## src/rtl/pipe_pkg.sv

```systemverilog
// pipe_pkg: shared constants for the 5-stage 8-bit pipeline controller.
//   Opcode and LD function-code encodings, plus the hazard FSM state type.
package pipe_pkg;

  localparam logic [3:0] OP_NOP = 4'd0;
  localparam logic [3:0] OP_LD  = 4'd1;
  localparam logic [3:0] OP_SD  = 4'd2;
  localparam logic [3:0] OP_ALU = 4'd3;
  localparam logic [3:0] OP_JMP = 4'd4;
  localparam logic [3:0] OP_B   = 4'd5;

  localparam logic [3:0] LD_REG = 4'd0;
  localparam logic [3:0] LD_IMM = 4'd1;
  localparam logic [3:0] LD_MEM = 4'd2;

  typedef enum logic [1:0] {
    ST_RUN  = 2'd0,
    ST_WAIT = 2'd1,
    ST_HALT = 2'd2
  } state_t;

endpackage

```

## src/rtl/pipe_hazard_ctrl_wait_timer.sv

```systemverilog
// wait_timer: saturating count of consecutive memory-wait cycles.
//   clk, rst   : clock, async active-high reset
//   i_clr      : clear count to 0 (highest priority)
//   i_load     : load count with 1 (first wait cycle)
//   i_en       : increment, saturating at MAX_WAIT
//   o_expired  : count has reached MAX_WAIT, one more wait cycle is too many
module wait_timer #(
  parameter int MAX_WAIT = 15
) (
  input  logic clk,
  input  logic rst,
  input  logic i_clr,
  input  logic i_load,
  input  logic i_en,
  output logic o_expired
);

  localparam int W = $clog2(MAX_WAIT + 1) + 1;

  logic [W-1:0] r_cnt;

  // Wait-cycle counter
  always_ff @(posedge clk or posedge rst) begin
    if (rst) begin
      r_cnt <= '0;
    end else if (i_clr) begin
      r_cnt <= '0;
    end else if (i_load) begin
      r_cnt <= W'(1);
    end else if (i_en && (r_cnt < W'(MAX_WAIT))) begin
      r_cnt <= r_cnt + W'(1);
    end else begin
      r_cnt <= r_cnt;
    end
  end

  assign o_expired = (r_cnt >= W'(MAX_WAIT));

endmodule

```

## src/rtl/pipe_hazard_ctrl.sv

```systemverilog
// pipe_hazard_ctrl: hazard and sequencing controller for the F/D/E/M/W pipe.
//   Inputs : D-stage opcode/funct/sources, E-stage opcode/funct/dest/write/taken,
//            M-stage mem_req_m / mem_ready_m handshake.
//   Outputs: stall_F/stall_D/stall_EM holds, nop_D/nop_E/nop_W bubbles,
//            redirect to Fetch, halted/error on memory timeout, stall_cnt stats.
//   All controls are Mealy (same-cycle) on state and inputs.
module pipe_hazard_ctrl
  import pipe_pkg::*;
#(
  parameter int MAX_WAIT = 15,
  parameter int CNT_W    = 16
) (
  input  logic             clk,
  input  logic             rst,
  input  logic [3:0]       insCode_d,
  input  logic [3:0]       funCode_d,
  input  logic [3:0]       srcA_d,
  input  logic [3:0]       srcB_d,
  input  logic [3:0]       insCode_e,
  input  logic [3:0]       funCode_e,
  input  logic [3:0]       dst_e,
  input  logic             writeReg_e,
  input  logic             taken_e,
  input  logic             mem_req_m,
  input  logic             mem_ready_m,
  output logic             stall_F,
  output logic             stall_D,
  output logic             stall_EM,
  output logic             nop_D,
  output logic             nop_E,
  output logic             nop_W,
  output logic             redirect,
  output logic             halted,
  output logic             error,
  output logic [CNT_W-1:0] stall_cnt
);

  state_t r_state;
  state_t w_next;
  logic   r_error;
  logic [CNT_W-1:0] r_stall_cnt;

  logic w_uses_a, w_uses_b, w_lu, w_br, w_mw;
  logic w_t_clr, w_t_load, w_t_en, w_expired, w_set_err;

  // ld/0 reads srcA as its source; ld/2 reads srcB as its address base.
  assign w_uses_a = ((insCode_d == OP_LD) && (funCode_d == LD_REG)) ||
                    (insCode_d == OP_SD) || (insCode_d == OP_ALU) || (insCode_d == OP_B);
  assign w_uses_b = (insCode_d == OP_ALU) || (insCode_d == OP_SD) ||
                    ((insCode_d == OP_LD) && (funCode_d == LD_MEM));
  assign w_lu = (insCode_e == OP_LD) && (funCode_e == LD_MEM) && writeReg_e &&
                (dst_e != 4'd0) &&
                ((w_uses_a && (dst_e == srcA_d)) || (w_uses_b && (dst_e == srcB_d)));
  assign w_br = (insCode_e == OP_JMP) || ((insCode_e == OP_B) && taken_e);
  assign w_mw = mem_req_m && !mem_ready_m;

  wait_timer #(.MAX_WAIT(MAX_WAIT)) u_wait_timer (
    .clk       (clk),
    .rst       (rst),
    .i_clr     (w_t_clr),
    .i_load    (w_t_load),
    .i_en      (w_t_en),
    .o_expired (w_expired)
  );

  // State, sticky error and stall statistics registers
  always_ff @(posedge clk or posedge rst) begin
    if (rst) begin
      r_state     <= ST_RUN;
      r_error     <= 1'b0;
      r_stall_cnt <= '0;
    end else begin
      r_state <= w_next;
      r_error <= r_error | w_set_err;
      if (stall_F && (r_stall_cnt != {CNT_W{1'b1}})) begin
        r_stall_cnt <= r_stall_cnt + CNT_W'(1);
      end else begin
        r_stall_cnt <= r_stall_cnt;
      end
    end
  end

  // Next-state and Mealy control outputs
  always_comb begin
    w_next    = r_state;
    w_t_clr   = 1'b0;
    w_t_load  = 1'b0;
    w_t_en    = 1'b0;
    w_set_err = 1'b0;
    stall_F   = 1'b0;
    stall_D   = 1'b0;
    stall_EM  = 1'b0;
    nop_D     = 1'b0;
    nop_E     = 1'b0;
    nop_W     = 1'b0;
    redirect  = 1'b0;
    case (r_state)
      ST_RUN, ST_WAIT: begin
        if (w_mw) begin
          stall_F  = 1'b1;
          stall_D  = 1'b1;
          stall_EM = 1'b1;
          nop_W    = 1'b1;
          if (r_state == ST_RUN) begin
            w_next   = ST_WAIT;
            w_t_load = 1'b1;
          end else if (w_expired) begin
            w_next    = ST_HALT;
            w_set_err = 1'b1;
          end else begin
            w_t_en = 1'b1;
          end
        end else begin
          // Held D/E contents re-present any hazard once the wait ends.
          w_next  = ST_RUN;
          w_t_clr = 1'b1;
          if (w_br) begin
            redirect = 1'b1;
            nop_D    = 1'b1;
            nop_E    = 1'b1;
          end else if (w_lu) begin
            stall_F = 1'b1;
            stall_D = 1'b1;
            nop_E   = 1'b1;
          end else begin
            redirect = 1'b0;
          end
        end
      end
      ST_HALT: begin
        stall_F  = 1'b1;
        stall_D  = 1'b1;
        stall_EM = 1'b1;
        nop_W    = 1'b1;
      end
      default: begin
        w_next  = ST_RUN;
        w_t_clr = 1'b1;
      end
    endcase
    if (rst) begin
      stall_F  = 1'b0;
      stall_D  = 1'b0;
      stall_EM = 1'b0;
      nop_D    = 1'b1;
      nop_E    = 1'b1;
      nop_W    = 1'b1;
      redirect = 1'b0;
    end else begin
      w_set_err = w_set_err;
    end
  end

  assign halted    = (r_state == ST_HALT);
  assign error     = r_error;
  assign stall_cnt = r_stall_cnt;

endmodule

```

## config.mk

```make
export PLATFORM = sky130hd
export DESIGN_NAME = pipe_hazard_ctrl
export DESIGN_NICKNAME = d
export VERILOG_FILES = /design/src/rtl/pipe_pkg.sv /design/src/rtl/pipe_hazard_ctrl_wait_timer.sv /design/src/rtl/pipe_hazard_ctrl.sv
export SDC_FILE = /design/constraint.sdc
export NUM_CORES = 1
export LEC_CHECK = 0
export BUFFER_PORTS_ARGS = -buffer_cell sky130_fd_sc_hd__clkbuf_2
export CAP_MARGIN = 20
export CORE_UTILIZATION = 49
export CTS_CLUSTER_SIZE = 16
export DETAILED_ROUTE_END_ITERATION = 8
export PLACE_DENSITY = 0.88
export SLEW_MARGIN = 5
export SYNTH_ARGS = -nofsm -noshare
export SYNTH_HDL_FRONTEND = slang
export SYNTH_HIERARCHICAL = 1
export SYNTH_SLANG_ARGS = --single-unit
```

## constraint.sdc

```tcl
create_clock -name clk -period 2.15 [get_ports clk]
set_input_delay 0.215 -clock clk [delete_from_list [all_inputs] [get_ports clk]]
set_output_delay 0.215 -clock clk [all_outputs]
set_load 0.05 [all_outputs]
```

==> results of run 1 <==
## repair_timing
| action | 4_1_cts | 5_1_grt |
|---|---|---|
| gates resized for setup | 0 | 12 |
| hold endpoints to repair | 24 | 0 |
| setup endpoints to repair | 0 | 8 |
| hold buffers | 1 | 0 |
| setup buffers | 0 | 2 |
## state kept, by name, indices dropped and copies added (netlist names)
register	flops
r_state	2
u_wait_timer/r_cnt	5
stall_cnt	16
error	1
## per-layer routing
metal  global-route usage [%]  up-vias  share of wire [%]
met5                        0        -                  0
met4                    6.122        0               0.75
met3                    6.374        5                4.7
met2                    42.53       39                 54
met1                    25.25      697                 41
li1                         -      715                  -
## cells in the mapped netlist (all sizes together), types with 2 or more instances
| cell | count | share of area (%) |
|---|---|---|
| o21ai | 3 | 1.2 |
| a31oi | 2 | 0.80 |
| ha | 3 | 2.4 |
| clkbuf | 2 | 0.48 |
| mux2i | 2 | 1.3 |
| a2111oi | 4 | 3.8 |
| xor2 | 15 | 8.4 |
| inv | 8 | 1.9 |
| xnor2 | 9 | 5.0 |
| nand2 | 15 | 3.6 |
| nor3 | 4 | 1.3 |
| nor2b | 3 | 1.7 |
| dfrtp | 24 | 38 |
| a211oi | 11 | 7.8 |
| nor4 | 3 | 2.0 |
| nor2 | 10 | 2.4 |
| nand4 | 5 | 2.4 |
| a21oi | 3 | 0.96 |
| buf | 3 | 1.3 |
| nand3 | 9 | 2.9 |
| a41oi | 2 | 1.1 |
| and4 | 2 | 1.1 |
| nand2b | 3 | 1.2 |
| and3 | 3 | 1.3 |
## power by group through the flow
stage                     Clock, µW  Combinational [µW]  Sequential (µW)
after floorplan                   0                 159              726
after global placement            0                 441              575
after detailed placement          0                 447              577
after CTS                       243                 450              569
after global routing            262                 485              577
final                           236                 454              569
## kinds of logic (layout without fill, tap and decap cells)
group / count (synthesis) / count (layout) / synth area share [%]
and+or+nand+nor: 63 / 63 / 22.82
AOI/OAI and AO/OA: 28 / 28 / 17.21
xor gates and xnor gates: 24 / 24 / 13.45
DFF: 24 / 24 / 38.43
buffers and inverters: 13 / 83 / 3.683
adders and majority gates: 3 / 3 / 2.402
muxes: 3 / 3 / 2.002
## path summary, 6_finish.rpt
check                                 startpoint               endpoint
max                                     dst_e[0]                  nop_E
min                                          rst  u_wait_timer/r_cnt[4]
max reg2reg                u_wait_timer/r_cnt[0]  u_wait_timer/r_cnt[1]
min reg2reg                        stall_cnt[10]          stall_cnt[10]
max in group asynchronous                    rst           stall_cnt[0]
min in group clk                       mem_req_m                  error
## tightest hold or removal path: stages
cell and delay, ps:
dlygate4sd3_1 540, clkbuf_2 160, inv_1 190
## per-stage QoR
stage / cells / worst slack, ps
floorplan: 158 / 9.018
global placement: 265 / 118.7
detailed placement: 265 / 40.60
CTS: 270 / 15.62
global route: 272 / 6.828
finish: 272 / 111.9
## final cells by class
| cell class | instances | area, µm² |
|---|---|---|
| Fill cell | 242 | 957.2 |
| Clock buffer | 4 | 36.28 |
| Tap cell | 44 | 55.05 |
| Inverter | 8 | 30.03 |
| Timing Repair Buffer | 71 | 397.9 |
| Sequential cell | 24 | 603.1 |
| Multi-Input combinational cell | 121 | 948.4 |
==> qor.csv, run 1 <==
stage,metric,value,unit
cells_and_area,area delta synth->final,32.51,%
timing,Final Max Tran Viols,0,
timing,RSZ-0062 raised after global routing,false,
setup_path,worst reg2reg path depth,9,
power_and_ir_drop,Int Pwr,746.4,µW
power_and_ir_drop,Clock Power Share,18.7,%
setup_path,Worst Path Max Fanout,12,
placed_design,dpl hpwl,2798,µm
synth,Yosys reg bits,24,
power_and_ir_drop,total power draw,1259,µW
cells_and_area,"most common cell after layout, fill and taps aside",clkbuf_2,
job,max cap viols,0,
power_and_ir_drop,Max IR drop VDD,0.4619,mV
status,status,completed,
synth,asr flop ratio synth,100.0,%
placed_design,DP Area,0.001976,mm²
setup_path,Crit Path Class,primary input to output pin,
drt,Remaining DRCs,0,
placed_design,GP Congestion,0.8216,
placed_design,IO Port Bufs,58,
drt,WL/cell,13.25,µm
synth,synthesized cell area,0.001563,mm²
setup_path,"reg-to-reg slack, setup",110,ps
setup_path,element type at the critical path end,output pin,
drt,drt first-iter violations,40,
cells_and_area,# nets final,266,
global_route,global-route usage over all layers,22.77,%
timing,final worst path period share,94.80,%
timing,Worst slew margin,49.49,%
synth,"EDFF count, synth",0,
synth,Post-synth top flop,dfrtp_1,
die,Initial Util,51.61,%
die,Core Area,0.003028,mm²
die,die area,0.003419,mm²
drt,Vias/cell,5.353,
synth,Synth Instances,158,
cells_and_area,layout cells sized above 1,45.18,%
setup_path,CP max stage cell,or4b_1,
setup_path,max incr delay on CP,480,ps
die,Top Ports,59,
timing,Tmin final,2038,ps
global_route,vias in the first global route,1470,
timing,skew final,8.738,ps
power_and_ir_drop,switching part of the total,40.73,%
drt,Antenna Nets Post-Route,0,
setup_path,CP required,1930,ps
global_route,largest net degree at the start of global routing,20,
power_and_ir_drop,Sw Pwr,512.8,µW
drt,final WL,3603,µm
setup_path,worst-path cell chain,clkbuf_2 -> nor4_1 -> or4b_1 -> nor4_2 -> o21ai_4 -> o21ai_2 -> buf_2,
cells_and_area,Antenna diodes,0,
cts,root buf cell,clkbuf_4,
synth,syn_area_per_cell,9.891,µm²
synth,post-synthesis sequential area ratio,38.43,%
worst_hold_path,worst min path class,primary input to asynchronous set/reset pin,
setup_path,worst path arrival time,1820,ps
cells_and_area,Final Core Density,68.39,%
global_route,first-pass GRT wire length,6072,µm
power_and_ir_drop,Comb pwr share,36.1,%
timing,Total Neg Setup Slack,0,ps
die,die width,58.48,µm
timing,Fmax achieved,490.7,MHz
setup_path,Worst setup SP type,primary input,
cells_and_area,most frequent cells in the layout,"clkbuf_2, dfrtp_1, nand2_1, xor2_1, buf_4",
power_and_ir_drop,share of power burned in registers,45.2,%
power_and_ir_drop,Pwr Density,608.1,mW/mm²
setup_path,Worst path depth,7,
cts,Max Root-Sink Buffers,2,
drt,total number of vias,1456,
cts,CTS Buf Count,3,
global_route,gr ovfl total,0,
synth,Yosys warnings,6,
die,Row Count,20,
timing,Final Hold Viols,0,
die,Die H,58.48,µm
cells_and_area,fin area,0.002071,mm²
synth,library cells used by synthesis,41,
setup_path,CP bufs+invs,2,
timing,Min Hold Slack,399.9,ps
cts,worst-skew pair later-pin latency,320,ps
setup_path,critical path's top delay family,simple AND/OR/NAND/NOR gates,
cts,CTS tree,yes,
cts,CTS Sinks,24,
global_route,initial antenna violation count,0,
drt,Pre-antenna DRT Iters,4,
cts,H-tree depth reported by CTS,1,
timing,count of final setup violators,0,
synth,net count after synthesis,195,
cts,clk slew on worst S/H paths,120,ps
power_and_ir_drop,P_leak,0.001016,µW
timing,Slew @ Worst Pin,751.9,ps
Power figures use the tool's default switching activity.
==> run 2, diff against run 1 <==
--- a/config.mk
+++ b/config.mk
@@ -5,12 +5,12 @@
 export SDC_FILE = /design/constraint.sdc
 export NUM_CORES = 1
 export LEC_CHECK = 0
-export BUFFER_PORTS_ARGS = -buffer_cell sky130_fd_sc_hd__clkbuf_2
 export CAP_MARGIN = 20
-export CORE_UTILIZATION = 49
+export CORE_UTILIZATION = 55
 export CTS_CLUSTER_SIZE = 16
 export DETAILED_ROUTE_END_ITERATION = 8
-export PLACE_DENSITY = 0.88
+export DONT_BUFFER_PORTS = 1
+export PLACE_DENSITY = 0.78
 export SLEW_MARGIN = 5
 export SYNTH_ARGS = -nofsm -noshare
 export SYNTH_HDL_FRONTEND = slang
==> run 2 against run 1 <==
Net effect: the run now ends with negative setup slack left; flip-flop and latch count unchanged; core utilization up 8.4 points; clock power rose by 44%; largest cell class unchanged; highest routed layer unchanged.
==> qor.csv, run 2 (synthesis results as in run 1) <==
stage,metric,value,unit
status,status,"complete, but fails checks",
status,failing checks,negative setup slack,
global_route,initial antenna violation count,0,
cts,worst-skew pair later-pin latency,330,ps
timing,Final Max Tran Viols,0,
cts,CTS Buf Count,3,
global_route,first-pass GRT wire length,6955,µm
timing,Worst slew margin,47.63,%
power_and_ir_drop,total power draw,1369,µW
cells_and_area,fin area,0.001988,mm²
placed_design,DP Worst Slack,38.78,ps
placed_design,GP Congestion,0.8221,
timing,Total Neg Setup Slack,-29.13,ps
setup_path,Crit Path Class,flop to flop,
placed_design,dpl cells,214,
cts,clk slew on worst S/H paths,140,ps
setup_path,"reg-to-reg slack, setup",-20,ps
cells_and_area,Antenna diodes,0,
timing,"Worst Setup Slack, final",-21.85,ps
job,max cap viols,0,
timing,Fmax achieved,460.4,MHz
timing,skew final,1.059,ps
setup_path,worst path arrival time,2370,ps
cells_and_area,# nets final,231,
cells_and_area,most frequent cells in the layout,"buf_4, dfrtp_1, nand2_1, xor2_1",
cts,CTS tree,yes,
timing,RSZ-0062 raised after global routing,true,
cells_and_area,layout cells sized above 1,35.75,%
timing,Slew @ Worst Pin,779.5,ps
die,Top Ports,59,
drt,WL/cell,18.49,µm
cells_and_area,area delta synth->final,27.22,%
die,Die H,55.31,µm
placed_design,IO Port Bufs,0,
cts,root buf cell,clkbuf_4,
drt,total number of vias,1405,
setup_path,CP required,2350,ps
global_route,global-route usage over all layers,28.90,%
timing,final worst path period share,101.0,%
worst_hold_path,worst min path class,primary input to asynchronous set/reset pin,
setup_path,element type at the critical path end,flop,
drt,Pre-antenna DRT Iters,4,
timing,Tmin final,2172,ps
global_route,gr ovfl total,0,
setup_path,worst reg2reg path depth,9,
timing,Final Hold Viols,0,
drt,Vias/cell,6.300,
cts,H-tree depth reported by CTS,1,
drt,Remaining DRCs,0,
cells_and_area,Non-Filler Instances,223,
cells_and_area,number of fill cells in the layout,165,
placed_design,DP Area,0.001863,mm²
power_and_ir_drop,Pwr Density,688.6,mW/mm²
die,die area,0.003059,mm²
cells_and_area,"most common cell after layout, fill and taps aside",buf_4,
drt,Antenna Nets Post-Route,0,
die,Core Area,0.002590,mm²
setup_path,Worst Path Max Fanout,5,
drt,drt first-iter violations,38,
drt,final WL,4123,µm
cells_and_area,max reg flops,16,
power_and_ir_drop,Max IR drop VDD,0.9709,mV
timing,count of final setup violators,2,
global_route,vias in the first global route,1532,
power_and_ir_drop,P_leak,0.0009012,µW
cts,CTS Sinks,24,
die,die width,55.31,µm
setup_path,Worst setup SP type,flop,
die,Initial Util,60.34,%
placed_design,dpl hpwl,3034,µm
cts,Max Root-Sink Buffers,2,
global_route,largest net degree at the start of global routing,20,
die,Row Count,18,
==> run 2: metrics by stage <==
stage          utilization [%]  hold WS [ps]
2_1_floorplan                -        -6.479
3_3_place_gp             71.93         13.91
3_5_place_dp             71.93         16.24
4_1_cts                  74.73         231.3
5_1_grt                  76.76         279.5
6_report                 76.76         238.0
==> run 2: report_power, final <==
part	total, µW	switching (µW)	internal, µW
logic	493	340	153
clock network	340	151	189
registers	536	33.8	503
total	1370	524	845
==> run 2: path summary, 6_finish.rpt <==
kind,from,end
worst max-delay path,u_wait_timer/r_cnt[1],u_wait_timer/r_cnt[1]
max in group asynchronous,rst,stall_cnt[0]
worst min register to register,r_state[0],r_state[1]
worst max register to register,u_wait_timer/r_cnt[1],u_wait_timer/r_cnt[1]
min in group clk,mem_req_m,error
worst min-delay path,rst,u_wait_timer/r_cnt[1]
==> run 2: routing by layer <==
| metal | wire length (µm) | GRT usage [%] | up-vias |
|---|---|---|---|
| met5 | 0 | 0 | - |
| met4 | 142 | 13.93 | 0 |
| met3 | 245 | 4.450 | 13 |
| met2 | 2128 | 52.32 | 69 |
| met1 | 1605 | 32.93 | 678 |
| li1 | - | - | 645 |
==> run 2: worst max-delay path: stages, from the launching register on <==
cell and delay (ps):
dfrtp_1 450, ha_2 210, and3_2 200, ha_1 180, nor2_1 100, nand2_1 130
nor2_4 150, nor2b_4 230, mux2i_1 270, a211oi_2 100
==> run 2: repair_timing <==
action / CTS / global route
resized for setup: 1 / 6
setup buffers: 1 / 3
setup endpoints to repair: 2 / 6
pin swaps: 0 / 3
endpoints found under the hold margin: 24 / 0
hold buffers: 1 / 0
==> run 2: cell type report <==
type                    count  area (µm²)  share of cell area, %
flip-flops and latches     24       603.1                  30.33
well taps                  30       37.54                  1.888
repair buffers             36       310.3                  15.61
clock inverters             1       30.03                  1.510
clock buffers               3       22.52                  1.133
inverters                   8       30.03                  1.510
multi-input cells         121       954.7                  48.02
==> run 3, diff against run 2 <==
--- a/config.mk
+++ b/config.mk
@@ -5,13 +5,14 @@
 export SDC_FILE = /design/constraint.sdc
 export NUM_CORES = 1
 export LEC_CHECK = 0
+export ABC_AREA = 1
 export CAP_MARGIN = 20
 export CORE_UTILIZATION = 55
 export CTS_CLUSTER_SIZE = 16
 export DETAILED_ROUTE_END_ITERATION = 8
 export DONT_BUFFER_PORTS = 1
 export PLACE_DENSITY = 0.78
-export SLEW_MARGIN = 5
+export SLEW_MARGIN = 20
 export SYNTH_ARGS = -nofsm -noshare
 export SYNTH_HDL_FRONTEND = slang
 export SYNTH_HIERARCHICAL = 1
==> run 3 against run 2 <==
Net effect: power shrank 4.5%; register-to-register slack better by 360 ps; global-route usage fell by 5.4 points; synthesized area is 22% higher; sequential power is 1% higher; critical path depth down 4; the run now ends clean; via count up 25%; worst hold slack got worse by 170 ps; largest cell class unchanged; sequential share of layout area down 2.9 points.
==> qor.csv, run 3 <==
stage,metric,value,unit
worst_hold_path,hold path depth,3,
status,status,completed,
die,die width,60.98,µm
die,Die H,60.98,µm
setup_path,CP max stage cell,dfrtp_1,
cells_and_area,Antenna diodes,0,
placed_design,GP Congestion,0.8493,
setup_path,CP required,1930,ps
die,Core Area,0.003337,mm²
synth,"EDFF count, synth",0,
synth,library cells used by synthesis,34,
cts,clk slew on worst S/H paths,130,ps
cts,Post-CTS Setup Repair Bufs,0,
setup_path,worst r2r dst,u_wait_timer/r_cnt[4],
setup_path,"reg-to-reg slack, setup",340,ps
timing,Fmax achieved,504.9,MHz
setup_path,Worst setup SP type,flop,
job,max cap viols,0,
global_route,largest net degree at the start of global routing,21,
setup_path,worst path arrival time,1770,ps
worst_hold_path,hold path start,mem_ready_m,
setup_path,worst reg2reg path depth,10,
placed_design,DP Area,0.002125,mm²
timing,count of final setup violators,0,
timing,Worst slew margin,67.14,%
cells_and_area,layout cells sized above 1,19.79,%
timing,Slew @ Worst Pin,491.0,ps
synth,most common cell in the netlist,nand2_1,
drt,drt first-iter violations,78,
worst_hold_path,worst min path class,primary input to flop,
timing,Total Neg Setup Slack,0,ps
timing,RSZ-0062 raised after global routing,false,
cts,root buf cell,clkbuf_4,
global_route,vias in the first global route,1681,
cts,Max Root-Sink Buffers,2,
power_and_ir_drop,Pwr Density,597.9,mW/mm²
drt,Pre-antenna DRT Iters,4,
drt,WL/cell,11.92,µm
cells_and_area,max reg flops,16,
synth,Post-synth top flop,dfrtp_1,
setup_path,crit path launch,r_state[1],
synth,asr flop ratio synth,100.0,%
cells_and_area,"most common cell after layout, fill and taps aside",nand2_1,
cts,CTS tree,yes,
cells_and_area,most frequent cells in the layout,"nand2_1, nor2_1, inv_1",
synth,post-synthesis sequential area ratio,31.39,%
setup_path,Worst Path Max Fanout,18,
cells_and_area,# nets final,326,
global_route,initial antenna violation count,0,
die,Initial Util,57.33,%
setup_path,element type at the critical path end,output pin,
synth,Synth Instances,264,
timing,Tmin final,1981,ps
synth,Yosys reg bits,24,
drt,final WL,3980,µm
synth,most frequent cells after synthesis,"nand2_1, nor2_1, inv_1",
cells_and_area,FF/Latch Area,600.6,µm²
die,Top Ports,59,
drt,Antenna Nets Post-Route,0,
drt,Remaining DRCs,0,
die,die area,0.003718,mm²
setup_path,origin of the critical flop-to-flop path,u_wait_timer/r_cnt[0],
setup_path,Crit Path Class,flop to output pin,
cells_and_area,fin area,0.002187,mm²
cts,worst-skew pair later-pin latency,320,ps
global_route,gr ovfl total,0,
cts,H-tree depth reported by CTS,1,
timing,Final Max Tran Viols,0,
synth,net count after synthesis,301,
synth,Yosys top cell area share,31.39,%
timing,final worst path period share,92.12,%
drt,total number of vias,1753,
worst_hold_path,worst hold endpoint,r_state[0],
timing,skew final,4.741,ps
placed_design,dpl hpwl,3075,µm
setup_path,max incr delay on CP,460,ps
cts,CTS Buf Count,3,
cells_and_area,area delta synth->final,14.32,%
cells_and_area,area of the multi-input gates,0.001157,mm²
global_route,global-route usage over all layers,23.53,%
placed_design,IO Port Bufs,0,
synth,Yosys top cell by area,dfrtp_1,
synth,synthesized cell area,0.001913,mm²
timing,Final Hold Viols,0,
power_and_ir_drop,Max IR drop VDD,0.2737,mV
global_route,first-pass GRT wire length,6651,µm
power_and_ir_drop,P_leak,0.001149,µW
cells_and_area,number of fill cells in the layout,312,
synth,syn_area_per_cell,7.247,µm²
synth,Yosys warnings,6,
cts,CTS Sinks,24,
synth,"top cells by area, synth","dfrtp_1, nand2_1, nor2_1, nand4_1, xnor2_1",
die,Row Count,21,
setup_path,worst-path cell chain,nor2_1 -> nand2_2 -> nand2_1 -> nor2_2 -> buf_12,
drt,Vias/cell,5.249,
## run 3: worst max-delay path by stage
stage	to	slack, ps	cells past startpoint
after global placement	u_wait_timer/r_cnt[0]	430	10
after CTS	stall_F	200	5
final	stall_F	170	5
after detailed placement	stall_cnt[12]	370	7
after floorplan	stall_F	60	10
after global routing	stall_F	60	5
## run 3: logic make-up after synthesis
family	share of synthesized area, %
AO/OA/AOI/OAI	3.139
XOR/XNOR	9.156
adder cells (fa/ha/maj)	1.962
buffers and inverters	8.240
flip-flops	31.39
AND/OR/NAND/NOR	46.11
## run 3: area by class of cell
cell class | count | area share (%)
flip-flops and latches | 24 | 27.46
multi-input cells | 205 | 52.92
clock inverters | 1 | 1.373
inverters | 29 | 4.977
well taps | 46 | 2.632
clock buffers | 3 | 1.030
repair buffers | 26 | 9.611
## run 3: repair_timing
item,CTS,global route
hold endpoints to repair,24,0
hold buffers,1,0
gates resized for setup,0,0
## run 3: where the power goes
group	internal [µW]	switching, µW	leakage (µW)
Sequential	490	51.3	0.000323
Combinational	142	292	0.000798
Clock	189	143	0.0000279
Total	821	486	0.00115
## run 3: metrics by stage
stage | hold WS [ps] | std cells | total power (µW) | util, % | worst slack, ps
2_1_floorplan | -6.479 | 264 | 877.5 | - | 60.76
3_3_place_gp | 17.90 | 329 | 976.3 | 63.67 | 430.1
3_5_place_dp | 23.24 | 329 | 986.4 | 63.67 | 374.2
4_1_cts | 63.16 | 334 | 1318 | 65.54 | 200.8
5_1_grt | 82.67 | 334 | 1381 | 65.54 | 58.06
6_report | 63.59 | 334 | 1308 | 65.54 | 169.4
## run 3: worst max-delay path, delay by kind of cell (launching register included)
kind                   cells  cell delay (ps)
buffers and inverters      1              160
flip-flops                 1              460
AND/OR/NAND/NOR            4              830
## run 3: per-layer routing
| layer | track usage, % | part of all wire, % | vias to the layer above |
|---|---|---|---|
| met4 | 8.117 | 1.4 | 0 |
| li1 | - | - | 905 |
| met1 | 26.84 | 43 | 799 |
| met2 | 43.80 | 52 | 42 |
| met5 | 0 | 0 | - |
| met3 | 4.264 | 3.9 | 7 |
